<file path="config.mk">
export PLATFORM = sky130hd
export DESIGN_NAME = if_stage
export DESIGN_NICKNAME = d
export VERILOG_FILES = /design/src/rtl/if_stage.sv
export SDC_FILE = /design/constraint.sdc
export NUM_CORES = 1
export LEC_CHECK = 0
export CAP_MARGIN = 5
export CORE_MARGIN = 5
export CORE_UTILIZATION = 45
export CTS_CLUSTER_SIZE = 8
export DETAILED_ROUTE_END_ITERATION = 6
export GPL_TIMING_DRIVEN = 0
export MAX_ROUTING_LAYER = met4
export PLACE_DENSITY = 0.78
export RECOVER_POWER = 25
export SKIP_CTS_REPAIR_TIMING = 1
export SYNTH_ARGS = -nofsm -noshare
export SYNTH_HDL_FRONTEND = slang
export SYNTH_SLANG_ARGS = --single-unit
export TNS_END_PERCENT = 10
</file>
<file path="constraint.sdc">
create_clock -name clk -period 4.5 [get_ports clk]
set_input_delay 0.9 -clock clk [delete_from_list [all_inputs] [get_ports clk]]
set_output_delay 0.9 -clock clk [all_outputs]
set_load 0.05 [all_outputs]
</file>
<file path="src/rtl/if_stage.sv">
// Instruction-fetch stage and IF/ID pipeline register of the pipelined MIPS core.
// Owns the fetch PC and applies ID-resolved redirects, stalls, flushes and the syscall halt.
module if_stage #(
    parameter logic [31:0] RESET_PC = 32'h0000_0000,
    parameter int          IMEM_AW  = 10
) (
    input  logic               clk,
    input  logic               rst_n,
    output logic [IMEM_AW-1:0] imem_addr,
    input  logic [31:0]        imem_rdata,
    input  logic               stall,
    input  logic               flush,
    input  logic               br_taken,
    input  logic [15:0]        br_imm,
    input  logic               jmp,
    input  logic [25:0]        jmp_index,
    input  logic               jr,
    input  logic [31:0]        jr_target,
    input  logic               halt,
    input  logic               resume,
    output logic [31:0]        pc,
    output logic [31:0]        ir_id,
    output logic [31:0]        pc_id,
    output logic [31:0]        pc4_id,
    output logic               valid_id,
    output logic               halted,
    output logic [31:0]        fetch_count,
    output logic               misalign_err
);

    typedef enum logic {
        RUN  = 1'b0,
        HALT = 1'b1
    } state_t;

    state_t      state;
    logic [31:0] pc_plus4;
    logic        redirect_req;
    logic        halt_take;
    logic        redirect_take;
    logic [31:0] redirect_pc;
    logic        jr_misaligned;

    function automatic logic [31:0] branch_target(input logic [31:0] link,
                                                  input logic [15:0] imm);
        logic signed [31:0] offset;
        offset = {{14{imm[15]}}, imm, 2'b00};
        return link + $unsigned(offset);
    endfunction

    function automatic logic [31:0] jump_target(input logic [31:0] link,
                                                input logic [25:0] index);
        return {link[31:28], index, 2'b00};
    endfunction

    function automatic logic [31:0] reg_target(input logic [31:0] rs_val);
        return {rs_val[31:2], 2'b00};
    endfunction

    assign imem_addr = pc[IMEM_AW+1:2];
    assign halted    = (state == HALT);
    assign pc_plus4  = pc + 32'd4;

    // Redirect decode: jr beats j/jal, which beats a taken branch
    always_comb begin
        redirect_pc = branch_target(pc4_id, br_imm);
        if (jr) begin
            redirect_pc = reg_target(jr_target);
        end else if (jmp) begin
            redirect_pc = jump_target(pc4_id, jmp_index);
        end
    end

    assign redirect_req  = jr | jmp | br_taken;
    assign halt_take     = (state == RUN) & halt & valid_id & ~stall;
    assign redirect_take = (state == RUN) & ~halt_take & ~stall & valid_id & redirect_req;
    assign jr_misaligned = jr & (jr_target[1:0] != 2'b00);

    // PC and IF/ID register update
    always_ff @(posedge clk or negedge rst_n) begin
        if (!rst_n) begin
            state        <= RUN;
            pc           <= RESET_PC;
            ir_id        <= 32'd0;
            pc_id        <= 32'd0;
            pc4_id       <= 32'd0;
            valid_id     <= 1'b0;
            fetch_count  <= 32'd0;
            misalign_err <= 1'b0;
        end else begin
            case (state)
                RUN: begin
                    if (halt_take) begin
                        ir_id    <= 32'd0;
                        valid_id <= 1'b0;
                        state    <= HALT;
                    end else if (stall) begin
                        state <= RUN;
                    end else if (redirect_take) begin
                        pc       <= redirect_pc;
                        ir_id    <= 32'd0;
                        valid_id <= 1'b0;
                        if (jr_misaligned) begin
                            misalign_err <= 1'b1;
                        end
                    end else if (flush) begin
                        pc       <= pc_plus4;
                        ir_id    <= 32'd0;
                        valid_id <= 1'b0;
                    end else begin
                        pc          <= pc_plus4;
                        ir_id       <= imem_rdata;
                        pc_id       <= pc;
                        pc4_id      <= pc_plus4;
                        valid_id    <= 1'b1;
                        fetch_count <= fetch_count + 32'd1;
                    end
                end
                HALT: begin
                    // The held pc is already syscall+4, so resuming just restarts fetch there
                    if (resume) begin
                        state <= RUN;
                    end
                end
                default: state <= RUN;
            endcase
        end
    end

endmodule

</file>
==> impl_summary.log <==
[metrics] arrival time of data at the critical path endpoint: approximately 4.4 ns
[metrics] sequential area share after synthesis: between 40% and 50%
[metrics] mux contribution to synthesized area: less than 1%
[metrics] failing checks: max-capacitance violations, max-slew violations
[metrics] count of different cell masters after synthesis: slightly below 70
[metrics] clock latency reported for the late side of the worst-skew pair: roughly 0.43 ns
[metrics] worst slew margin relative to its limit: -62.6%
[metrics] VDD IR max: 0.497 mV
[metrics] ant diodes: 0
[metrics] # clock sinks: 161
[metrics] number of nets with antenna violations after routing: 0
[metrics] number of input and output port buffers inserted: roughly 290
[metrics] compound-cell area share of the yosys netlist: ~20%
[metrics] Final Non-Filler Cells: approximately 1,600
[metrics] kind of path behind the tightest hold check: reg -> reg
[metrics] async set-reset flop share out of synthesis: between 90% and 100%
[metrics] Final Skew: approximately 0.010 ns
[metrics] share of synthesized cell area in and, or, nand and nor gates: approximately 19%
[metrics] most frequent cell on the critical path: sky130_fd_sc_hd__a221o_1
[metrics] final worst-path cycle share: 90.5%
[metrics] most frequent cells after synthesis: 188 x sky130_fd_sc_hd__nand2_1, 161 x sky130_fd_sc_hd__dfrtp_1, 68 x sky130_fd_sc_hd__a21oi_1, 68 x sky130_fd_sc_hd__o21ai_0, 61 x sky130_fd_sc_hd__nor2_1
[metrics] register bit total from synthesis: around 160
[metrics] share of post-route cells with drive strength above 1: ~5%
[metrics] main combinational cell family by area after synthesis: compound AO/OA/AOI/OAI gates
[metrics] power density of the placed cells: ~700 nW/um^2
[metrics] Clk Tree Root Cell: sky130_fd_sc_hd__clkbuf_16
[metrics] number of global-route vias before repair: between 8,000 and 9,000
[metrics] critical path type: in -> reg
[metrics] largest net degree at the start of global routing: roughly 120
[metrics] final-report max-slew violation count: 42
[metrics] fin crit period: ~4.1 ns
[metrics] Pre-Repair DR Iteration Count: 5
[metrics] NumNets Final: 1,449
[metrics] number of placement rows: 52
[metrics] Die Span Y: 152 um
[metrics] number of nets in the synthesized netlist: about 1,100
[metrics] leading register cell type out of synthesis: sky130_fd_sc_hd__dfrtp_1
[metrics] Setup-failing EPs final: 0
[metrics] Synth Cell Area: slightly above 9000 um^2
[metrics] Initial Utilization: 45.3%
[metrics] Detailed Place HPWL: 25,000 um
[metrics] overflow left after global routing: 0
[metrics] cell taking the most area after synthesis: sky130_fd_sc_hd__dfrtp_1
[metrics] maximum number of buffers from clock root to sink: 2
[metrics] area delta synth->final: 42.3%
[metrics] number of antenna violations at the first check in global routing: 0
[metrics] Core ar.: approximately 20,000 um^2
[metrics] Cell Area, Placed: ~12,000 um^2
[metrics] Post-Synth XOR/XNOR Area: around 8%
[metrics] global placer's final weighted congestion: slightly below 1
[metrics] final design instance area without fill: roughly 13,000 um^2
[metrics] Overall Global Routing Usage: 29.1%
[metrics] full die area: 23,100 um^2
[metrics] Tightest Pin Transition: between 2 and 2.5 ns
[metrics] Synth Area per Inst: between 9 and 10 um^2
[metrics] total number of H-tree levels: 4
[metrics] Final Hold Fails: 0
[metrics] total wire length: between 30,000 and 40,000 um
[metrics] TritonCTS clock tree: built
[metrics] cell with the most instances after synthesis: sky130_fd_sc_hd__nand2_1
[metrics] top cell type's share of synthesized area: roughly 44%
[metrics] number of placed I/O pins: 288
[metrics] Area contributors post-synth: sky130_fd_sc_hd__dfrtp_1 44%, sky130_fd_sc_hd__nand2_1 7.8%, sky130_fd_sc_hd__xnor2_1 5.0%, sky130_fd_sc_hd__ha_1 4.3%, sky130_fd_sc_hd__a21oi_1 3.8%
[metrics] Routed wire per std cell: approximately 21 um
[metrics] result of the run: complete, but fails checks
[metrics] wire length of the first global-routing pass: around 52,000 um
[metrics] detailed-route DRC error count: 0
[metrics] adder-cell area share of the yosys netlist: 4.50%
[metrics] Hold Worst Slack: 0.478 ns
[metrics] max-cap violation count: 1
[metrics] critical path data required time: ~4.8 ns
[metrics] leakage power: around 5.6 nW
[metrics] Reg clk slew, reported paths: ~0.08 ns
[metrics] first-iteration detailed-routing DRC count: a little under 900
[metrics] CTS buffer count: 17
[metrics] RSZ-0062 raised after global routing: no
[metrics] number of placed cells counting well taps: between 1,500 and 2,000
[metrics] gate count after technology mapping: 996
[metrics] setup slack of the most critical reg-to-reg path: 1.09 ns
[metrics] width of the die: between 150 and 200 um
[metrics] cell chain of the critical path: clkdlybuf4s50_1 -> ha_1 -> and3_1 -> a221o_1 -> a2111oi_4 -> nor3_1 -> a221o_1 -> a21oi_1 -> xor2_1 -> o2111ai_1
[metrics] critical path's slowest cell: sky130_fd_sc_hd__clkdlybuf4s50_1
[metrics] overall via count from detail_route: 9,085
[metrics] number of warning messages in the yosys log: 0
[metrics] power consumption: between 9 and 10 mW
[metrics] biggest cell delay along the critical path: around 0.84 ns
[metrics] critical path fanouts, max: 18
[metrics] maximum operating frequency: 0.245 GHz
[metrics] count of flip-flops with a built-in enable after synthesis: 0
[metrics] CP Capture Type: flip-flop
[metrics] via density per instance: between 5 and 6
[metrics] type of origin of the critical path: input port
[metrics] post-route setup TNS: 0 ns
[metal layers]
metal  track usage, %  share of wire [%]  up-vias
met2             46.1                 47      512
met5                -                  0        -
met4             9.46                3.4        0
met1             37.2                 41     4329
li1                 -                  -     4157
met3             6.94                9.1       87
[logic make-up (layout without fill, tap and decap cells)]
family,after synthesis,after routing
XOR/XNOR,81,81
buffers and inverters,80,399
flip-flops,161,161
adder cells (fa/ha/maj),32,32
AND/OR/NAND/NOR,363,363
AO/OA/AOI/OAI,273,273
multiplexers,6,6
[worst max-delay path: cells and delay by family]
family | cells | cell delay, ns
xor gates and xnor gates | 1 | 0.18
buffers and inverters | 1 | 0.84
adders and majority gates | 1 | 0.59
AOI/OAI and AO/OA | 5 | 1.48
and+or+nand+nor | 2 | 0.37
[worst paths after layout]
path,startpoint,to,cells after the start
worst max-delay path,br_imm[15],pc[29]$_DFFE_PN0P_,10
worst min-delay path,pc_id[7]$_DFFE_PN0P_,pc_id[7]$_DFFE_PN0P_,2
worst max register to register,halted$_DFF_PN0_,pc[23]$_DFFE_PN0P_,8
worst min register to register,pc_id[7]$_DFFE_PN0P_,pc_id[7]$_DFFE_PN0P_,2
max in group asynchronous,rst_n,pc[5]$_DFFE_PN0P_,2
min in group asynchronous,rst_n,fetch_count[29]$_DFFE_PN0P_,1
[final cells by class]
cell class                 count  area [um^2]
buffer                        69          327
clock buffer                  17          425
clock inverter                15          188
fill                        1736         7130
inverter                      11         41.3
multi-input combinational    755         4680
sequential                   161         4030
tap                          270          338
timing repair buffer         287         2880
[layout by cell type (no fill, tap or decap), drive strengths merged, types with 24 or more instances in the layout]
| cell type | count |
|---|---|
| a22o | 32 |
| clkdlybuf4s50 | 285 |
| ha | 31 |
| xnor2 | 52 |
| xor2 | 29 |
| and3 | 24 |
| a21oi | 68 |
| nand2 | 188 |
| nand3 | 30 |
| o21ai | 71 |
| nor2 | 63 |
| clkbuf | 69 |
| dfrtp | 161 |
[flip-flops by register name (all words and copies together), names as in the netlist]
register / cells
pc: 32
misalign_err: 1
pc4_id: 30
fetch_count: 32
pc_id: 32
halted: 1
valid_id: 1
ir_id: 32
[power by group]
part | switching, mW | internal (mW) | total [mW]
Sequential | 0.519 | 1.90 | 2.42
Combinational | 3.36 | 1.84 | 5.19
Clock | 0.703 | 0.804 | 1.51
Total | 4.58 | 4.54 | 9.12
[metrics by stage]
stage | utilization, % | setup slack [ns]
2_1_floorplan | - | 1.18
3_3_place_gp | 61.3 | -4.26
3_5_place_dp | 61.4 | 0.0863
4_1_cts | 64.5 | 0.523
5_1_grt | 64.4 | 0.348
6_report | 64.4 | 0.425
Power figures use the tool's default switching activity.
